--- src/rtl/fetch_stage.sv ---
// Instruction-fetch stage and IF/ID pipeline register for the five-stage MIPS core.
// Optional macro FETCH_FLUSH_EN adds i_flush, which loads a bubble into IF/ID.
module fetch_stage #(
  parameter logic [31:0] PC_RESET = 32'h0000_3000
) (
  input  logic        i_clk,
  input  logic        i_reset,
  input  logic        i_stall,
  input  logic        i_pc_sel,
  input  logic [2:0]  i_npc_sel,
  input  logic [31:0] i_rs_fwd_d,
`ifdef FETCH_FLUSH_EN
  input  logic        i_flush,
`endif
  output logic [31:0] o_imem_addr,
  input  logic [31:0] i_imem_rdata,
  output logic [31:0] o_pc_f,
  output logic [31:0] o_instr_d,
  output logic [31:0] o_pc_d,
  output logic [31:0] o_pc4_d,
  output logic [31:0] o_pc8_d,
  output logic [31:0] o_npc_target
);

  localparam logic [2:0] NPC_BEQ = 3'b001;
  localparam logic [2:0] NPC_JAL = 3'b010;
  localparam logic [2:0] NPC_JR  = 3'b011;
  localparam logic [2:0] NPC_J   = 3'b100;

  logic [31:0] r_pc_f;
  logic [31:0] r_instr_d;
  logic [31:0] r_pc_d;
  logic [31:0] r_pc4_d;
  logic [31:0] r_pc8_d;

  logic [31:0] w_pc4_f;
  logic [31:0] w_pc8_f;
  logic [31:0] w_br_off;
  logic [31:0] w_target;
  logic [31:0] w_pc_next;
  logic [31:0] w_instr_next;

  assign w_pc4_f  = r_pc_f + 32'd4;
  assign w_pc8_f  = r_pc_f + 32'd8;
  assign w_br_off = {{14{r_instr_d[15]}}, r_instr_d[15:0], 2'b00};

  // Target uses only D-stage state, so the delay-slot fetch never affects it.
  always_comb begin
    w_target = w_pc4_f;
    case (i_npc_sel)
      NPC_BEQ:        w_target = r_pc4_d + w_br_off;
      NPC_JAL, NPC_J: w_target = {r_pc4_d[31:28], r_instr_d[25:0], 2'b00};
      NPC_JR:         w_target = i_rs_fwd_d & 32'hFFFF_FFFC;
      default:        w_target = w_pc4_f;
    endcase
  end

  always_comb begin
    w_pc_next = w_pc4_f;
    if (i_stall)       w_pc_next = r_pc_f;
    else if (i_pc_sel) w_pc_next = w_target;
  end

`ifdef FETCH_FLUSH_EN
  assign w_instr_next = i_flush ? 32'd0 : i_imem_rdata;
`else
  assign w_instr_next = i_imem_rdata;
`endif

  always_ff @(posedge i_clk or posedge i_reset) begin
    if (i_reset) begin
      r_pc_f    <= PC_RESET;
      r_instr_d <= 32'd0;
      r_pc_d    <= PC_RESET;
      r_pc4_d   <= PC_RESET + 32'd4;
      r_pc8_d   <= PC_RESET + 32'd8;
    end else if (!i_stall) begin
      r_pc_f    <= w_pc_next;
      r_instr_d <= w_instr_next;
      r_pc_d    <= r_pc_f;
      r_pc4_d   <= w_pc4_f;
      r_pc8_d   <= w_pc8_f;
    end
  end

  assign o_imem_addr  = r_pc_f;
  assign o_pc_f       = r_pc_f;
  assign o_instr_d    = r_instr_d;
  assign o_pc_d       = r_pc_d;
  assign o_pc4_d      = r_pc4_d;
  assign o_pc8_d      = r_pc8_d;
  assign o_npc_target = w_target;

endmodule

--- config.mk ---
export PLATFORM = sky130hd
export DESIGN_NAME = fetch_stage
export DESIGN_NICKNAME = d
export VERILOG_FILES = /design/src/rtl/fetch_stage.sv
export SDC_FILE = /design/constraint.sdc
export NUM_CORES = 1
export LEC_CHECK = 0
export ABC_AREA = 1
export BUFFER_PORTS_ARGS = -buffer_cell sky130_fd_sc_hd__buf_2
export CAP_MARGIN = 20
export CORE_ASPECT_RATIO = 0.5
export CORE_MARGIN = 1.5
export CORE_UTILIZATION = 55
export CTS_BUF_LIST = sky130_fd_sc_hd__clkbuf_8
export CTS_CLUSTER_DIAMETER = 50
export DETAILED_ROUTE_END_ITERATION = 8
export HOLD_SLACK_MARGIN = 0.02
export PLACE_DENSITY = 0.92
export SYNTH_ARGS = -nofsm -noshare
export SYNTH_HDL_FRONTEND = slang
export SYNTH_SLANG_ARGS = --single-unit
--- constraint.sdc ---
create_clock -name i_clk -period 5.5 [get_ports i_clk]
set_input_delay 0.275 -clock i_clk [delete_from_list [all_inputs] [get_ports i_clk]]
set_output_delay 0.275 -clock i_clk [all_outputs]
set_load 0.05 [all_outputs]
### Word-level counts from Yosys, hierarchy flattened

Cells that the tools add are included.

| cells by class | value |
|---|---|
| equal/unequal tests | 4 |
| add/subtract/negate cells | 3 |
| reduce and logical (&&, ||, !) cells | 1 |
| muxes and demuxes | 2 |

Operator list:

| kind | count |
|---|---|
| case mux 32 bit (3 select lines) | 1 |
| adder 32 x 3 -> 32 bit (second input constant) | 1 |
| adder 32 bit | 1 |
| adder 32 x 4 -> 32 bit (second input constant) | 1 |
| two-way mux 32 bit | 1 |
| equality test 3 x 2 -> 1 bit (second input constant) | 2 |
| equality test 3 x 1 -> 1 bit (second input constant) | 1 |
| equality test 3 bit (second input constant) | 1 |
| OR reduction 2 bit | 1 |

| storage, ports and cells | value |
|---|---|
| bits of input ports | 71 |
| bits in registers | 160 |
| output and inout port bits | 224 |
| word-level logic and storage cells | 15 |

### Logic depth before layout (Yosys ltp)

| logic depth | value |
|---|---|
| word-level depth | 4 |
| gate-level depth with buffers | 15 |
| depth with buffers taken out | 15 |

### Worst setup path before layout

Ideal clock, no wire load.

| path | value |
|---|---|
| kind | reg-to-reg |
| start point | reg r_pc4_d[2] (netlist: o_pc4_d[2]) |
| end point | reg r_pc_f[10] (netlist: o_imem_addr[10]) |
| data required time | 5.365 ns |
| setup slack | 2.552 ns |
| cell stages (with the launch flop) | 14 |
| path buffers | 0 |
| library setup time | 0.135 ns |
| arrival time | 2.813 ns |
| clock period less this slack | 2.948 ns |
| cell sequence | dfstp_2 > ha_1 > inv_1 > fa_1 > inv_1 > nand3_1 > nand3_1 > nand2_1 > nand2_1 > a21oi_1 > o21ai_0 > nand4_1 > o21ai_0 > o21ai_0 |

| on the way | value |
|---|---|
| word-level cells in the longest chain between the ends | 3 |

Ends and longest elaborated chain:

| what | RTL line | source |
|---|---|---|
| start: declaration | 33 | `logic [31:0] r_pc4_d;` |
| start signal: assignment | 75 | `r_pc4_d <= PC_RESET + 32'd4;` |
| start signal: assignment | 81 | `r_pc4_d <= w_pc4_f;` |
| adder 32 bit | 51 | `NPC_BEQ: w_target = r_pc4_d + w_br_off;` |
| case mux 32 bit (3 select lines) | 50 | `case (i_npc_sel)` |
| via o_npc_target[10] | 22 | `output logic [31:0] o_npc_target` |
| two-way mux 32 bit | 61 | `else if (i_pc_sel) w_pc_next = w_target;` |
| end signal: assignment | 78 | `r_pc_f <= w_pc_next;` |
| end: declaration | 30 | `logic [31:0] r_pc_f;` |

The timed path passes the listed nets, and every way through them passes these cells.
A chain may end at the register's enable or synchronous reset.

### Worst setup path in the final report

| path | value |
|---|---|
| start point | reg r_instr_d[15] (netlist: o_instr_d[15]) |
| end point | out o_npc_target[24] |

| on the way | value |
|---|---|
| word-level cells in the longest chain between the ends | 2 |

Ends and longest elaborated chain:

| what | RTL line | source |
|---|---|---|
| start: declaration | 31 | `logic [31:0] r_instr_d;` |
| start signal: assignment | 79 | `r_instr_d <= w_instr_next;` |
| adder 32 bit | 51 |  |
| case mux 32 bit (3 select lines) | 50 |  |
| end: declaration | 22 |  |

Every way passes these cells.

==> impl_metrics.toml <==
[run_status]
status = "finished, final reports clean"

[synth]
yosysUniqueCellTypes = 48
ys_warn_count = 0
synth-async-reset-ratio_pct = 100.0
synth_cells = 1542
synth_seq_cells = 155
ys_seq_area_share_pct = 36.86
ys.flop_type = "dfrtp_1"
syn_area_um2 = 10560
synth_nets = 1645
synth_edf_count = 0
syn_area_per_cell_um2 = 6.846

[global_routing]
track_usage_pct = 39.10
grt_antenna_before_repair = 3
grt_pass1_vias = 10497
grt_max_degree = 106
grt_overflow = 0
grt_pass1_wl_um = 58560

[min_path]
min-delay-start = "i_imem_rdata[20]"
worstHoldEndpoint = "o_instr_d[20]"
hold_path_class = "in -> reg"
hold_depth = 3

[cts]
clockBufferDepth = 2
clk_latency_ps = 470
cts_resized = 0
cts.sinks = 155
tritoncts = "yes"
clockRootBuffer = "clkbuf_8"
htree_num_levels = 4
cts_inserted_buffers = 17
cts_setup_buffers = 0
clkSlewWorstSetupHoldPaths_ps = 90

[routing]
antenna_left = 0
via_per_inst = 5.479
wl_per_cell_um = 18.73
dr.pass1.iters = 7
vias = 11374
drt-initial-drc-count = 1253
drc = 0
routed_wl_um = 38880

[timing]
slew_viol_final = 0
max_slew.worst_pin.slew_ps = 881.6
hold_viol_final = 0
setup_tns_ps = 0
finalCritPeriodShare_pct = 64.62
finalSetupViolations = 0
post-route-min-period_ps = 3554
grt_setup_unrepaired = "no"
max_slew_margin_pct = 41.16
fin_ws_ps = 1946
finalClockSkew_ps = 16.34
fmax_ghz = 0.2814

[layout]
final_cell_mix = "619 x nand2_1, 291 x buf_2, 178 x inv_1"
multi_input_comb_area_um2 = 5436
drive_gt1_share_pct = 22.16
n_fill_cell = 1678
regArea_um2 = 3891
final_nets = 1905
final_common_cell = "nand2_1"
syn_to_final_growth_pct = 19.52

[setup_path]
cp_slowest_cell = "dfrtp_1"
critPathKind = "reg -> out"
ff2ff_setup_slack_ps = 2730
critPathArrivalTime_ps = 3280
worst_path_dominant_cell_family = "simple AND/OR/NAND/NOR gates"
worstReg2RegStart = "o_pc4_d[2]"
worstPathRequired_ps = 5220
cp_common_cell = "nand2_1"
r2r_cells = 15
startpoint_type = "flip-flop"
path_buf_inv = 1
r2r-end = "o_imem_addr[22]"
cpPeakStageDelay_ps = 680
cp-end-kind = "primary output"
crit_path_max_fanout = 18
crit_chain = "ha_1 -> nand2_1 -> nor2_1 -> nand2_1 -> nor2_1 -> nand2_1 -> nand4_1 -> nand3_1 -> nand3_1 -> buf_2"

[die]
die-width_um = 198.9
die_h_um = 101.0
core_area_um2 = 18610
initial_core_util_pct = 56.72
die-area_um2 = 20080
rows = 35
io_pins = 295

[power]
ir_drop_v = 0.0002768
p_per_area_nw_per_um2 = 417.2
p_leak_uw = 0.007155

[job]
maxCapViolCount = 0

[placement]
portBuffers = 292
place_congestion = 0.9857
post-place-ws_ps = 2570
hpwl_um = 29240
==> synthesized netlist by cell type (all sizes together), types with 5 or more instances <==
master | count | area [um2]
inv | 191 | 716.9
nor2 | 95 | 456.7
xor2 | 40 | 365.4
a21oi | 29 | 145.1
nor3 | 7 | 35.03
nand4 | 26 | 168.9
nand2 | 628 | 2395
nand3 | 86 | 460.4
clkbuf | 29 | 118.9
o21ai | 110 | 565.5
o21bai | 5 | 37.54
a22o | 15 | 131.4
or2 | 10 | 62.56
nand3b | 5 | 41.29
ha | 31 | 387.9
buf | 58 | 389.1
dfrtp | 145 | 3628
dfstp | 10 | 262.8
==> state kept, by name, indices dropped and copies added, names as in the netlist <==
register     cells
o_pc_d          32
o_instr_d       32
o_pc8_d         29
o_pc4_d         30
o_imem_addr     32
==> worst max path at each step <==
stage | start | to | cells after the start
after floorplan | i_reset | o_imem_addr[0] | 1
after global placement | i_npc_sel[2] | o_npc_target[24] | 9
after detailed placement | o_instr_d[15] | o_npc_target[24] | 10
after CTS | o_instr_d[15] | o_npc_target[24] | 10
after global routing | o_instr_d[15] | o_npc_target[24] | 10
final | o_instr_d[15] | o_npc_target[24] | 10
==> what timing repair did <==
| item | in CTS | in global routing |
|---|---|---|
| endpoints found under the setup margin | 0 | 0 |
| hold endpoints to repair | 97 | 0 |
| hold buffers | 30 | 0 |
==> metal layers <==
| layer | routed length, um | vias up | GRT usage, % |
|---|---|---|---|
| met3 | 4782 | 67 | 11.07 |
| li1 | - | 5329 | - |
| met5 | 0 | - | 0 |
| met4 | 743 | 0 | 10.37 |
| met2 | 16550 | 662 | 57.83 |
| met1 | 16810 | 5316 | 56.04 |
==> power by group <==
part	internal [uW]	switching [uW]	total [uW]
Clock	431	483	914
Sequential	1350	251	1600
Combinational	631	2120	2750
==> through the flow <==
step / power [uW] / utilization [%] / cell area, um2 / hold WS, ps / cells
after floorplan: 3651 / - / 10560 / 384.6 / 1542
after global placement: 4269 / 63.85 / 11880 / 459.5 / 2011
after detailed placement: 4298 / 63.85 / 11880 / 458.4 / 2011
after CTS: 5212 / 67.60 / 12580 / 20.13 / 2072
after global routing: 5513 / 67.75 / 12610 / 23.91 / 2073
final: 5264 / 67.79 / 12620 / 39.14 / 2076
==> layout make-up <==
cell class	instances	area share, %
clock buffers	19	2.073
multi-input cells	1108	43.09
diodes	3	0.05950
well taps	259	2.568
clock inverters	12	1.091
inverters	192	5.752
flip-flops and latches	155	30.84
repair buffers	328	14.53
==> tightest hold or removal path, stage by stage <==
cell and delay (ps):
buf_2 70, nand2_1 50, nand2_1 70
==> cell families (layout without fill, tap and decap cells) <==
group | Yosys count | after routing | share of synthesized area [%]
AO/OA/AOI/OAI | 173 | 173 | 9.387
XOR/XNOR | 43 | 43 | 3.781
adder cells (fa/ha/maj) | 32 | 32 | 3.864
buffers and inverters | 279 | 551 | 11.64
flip-flops | 155 | 155 | 36.86
other | 0 | 3 | 0
AND/OR/NAND/NOR | 860 | 860 | 34.47
Power figures use the tool's default switching activity.
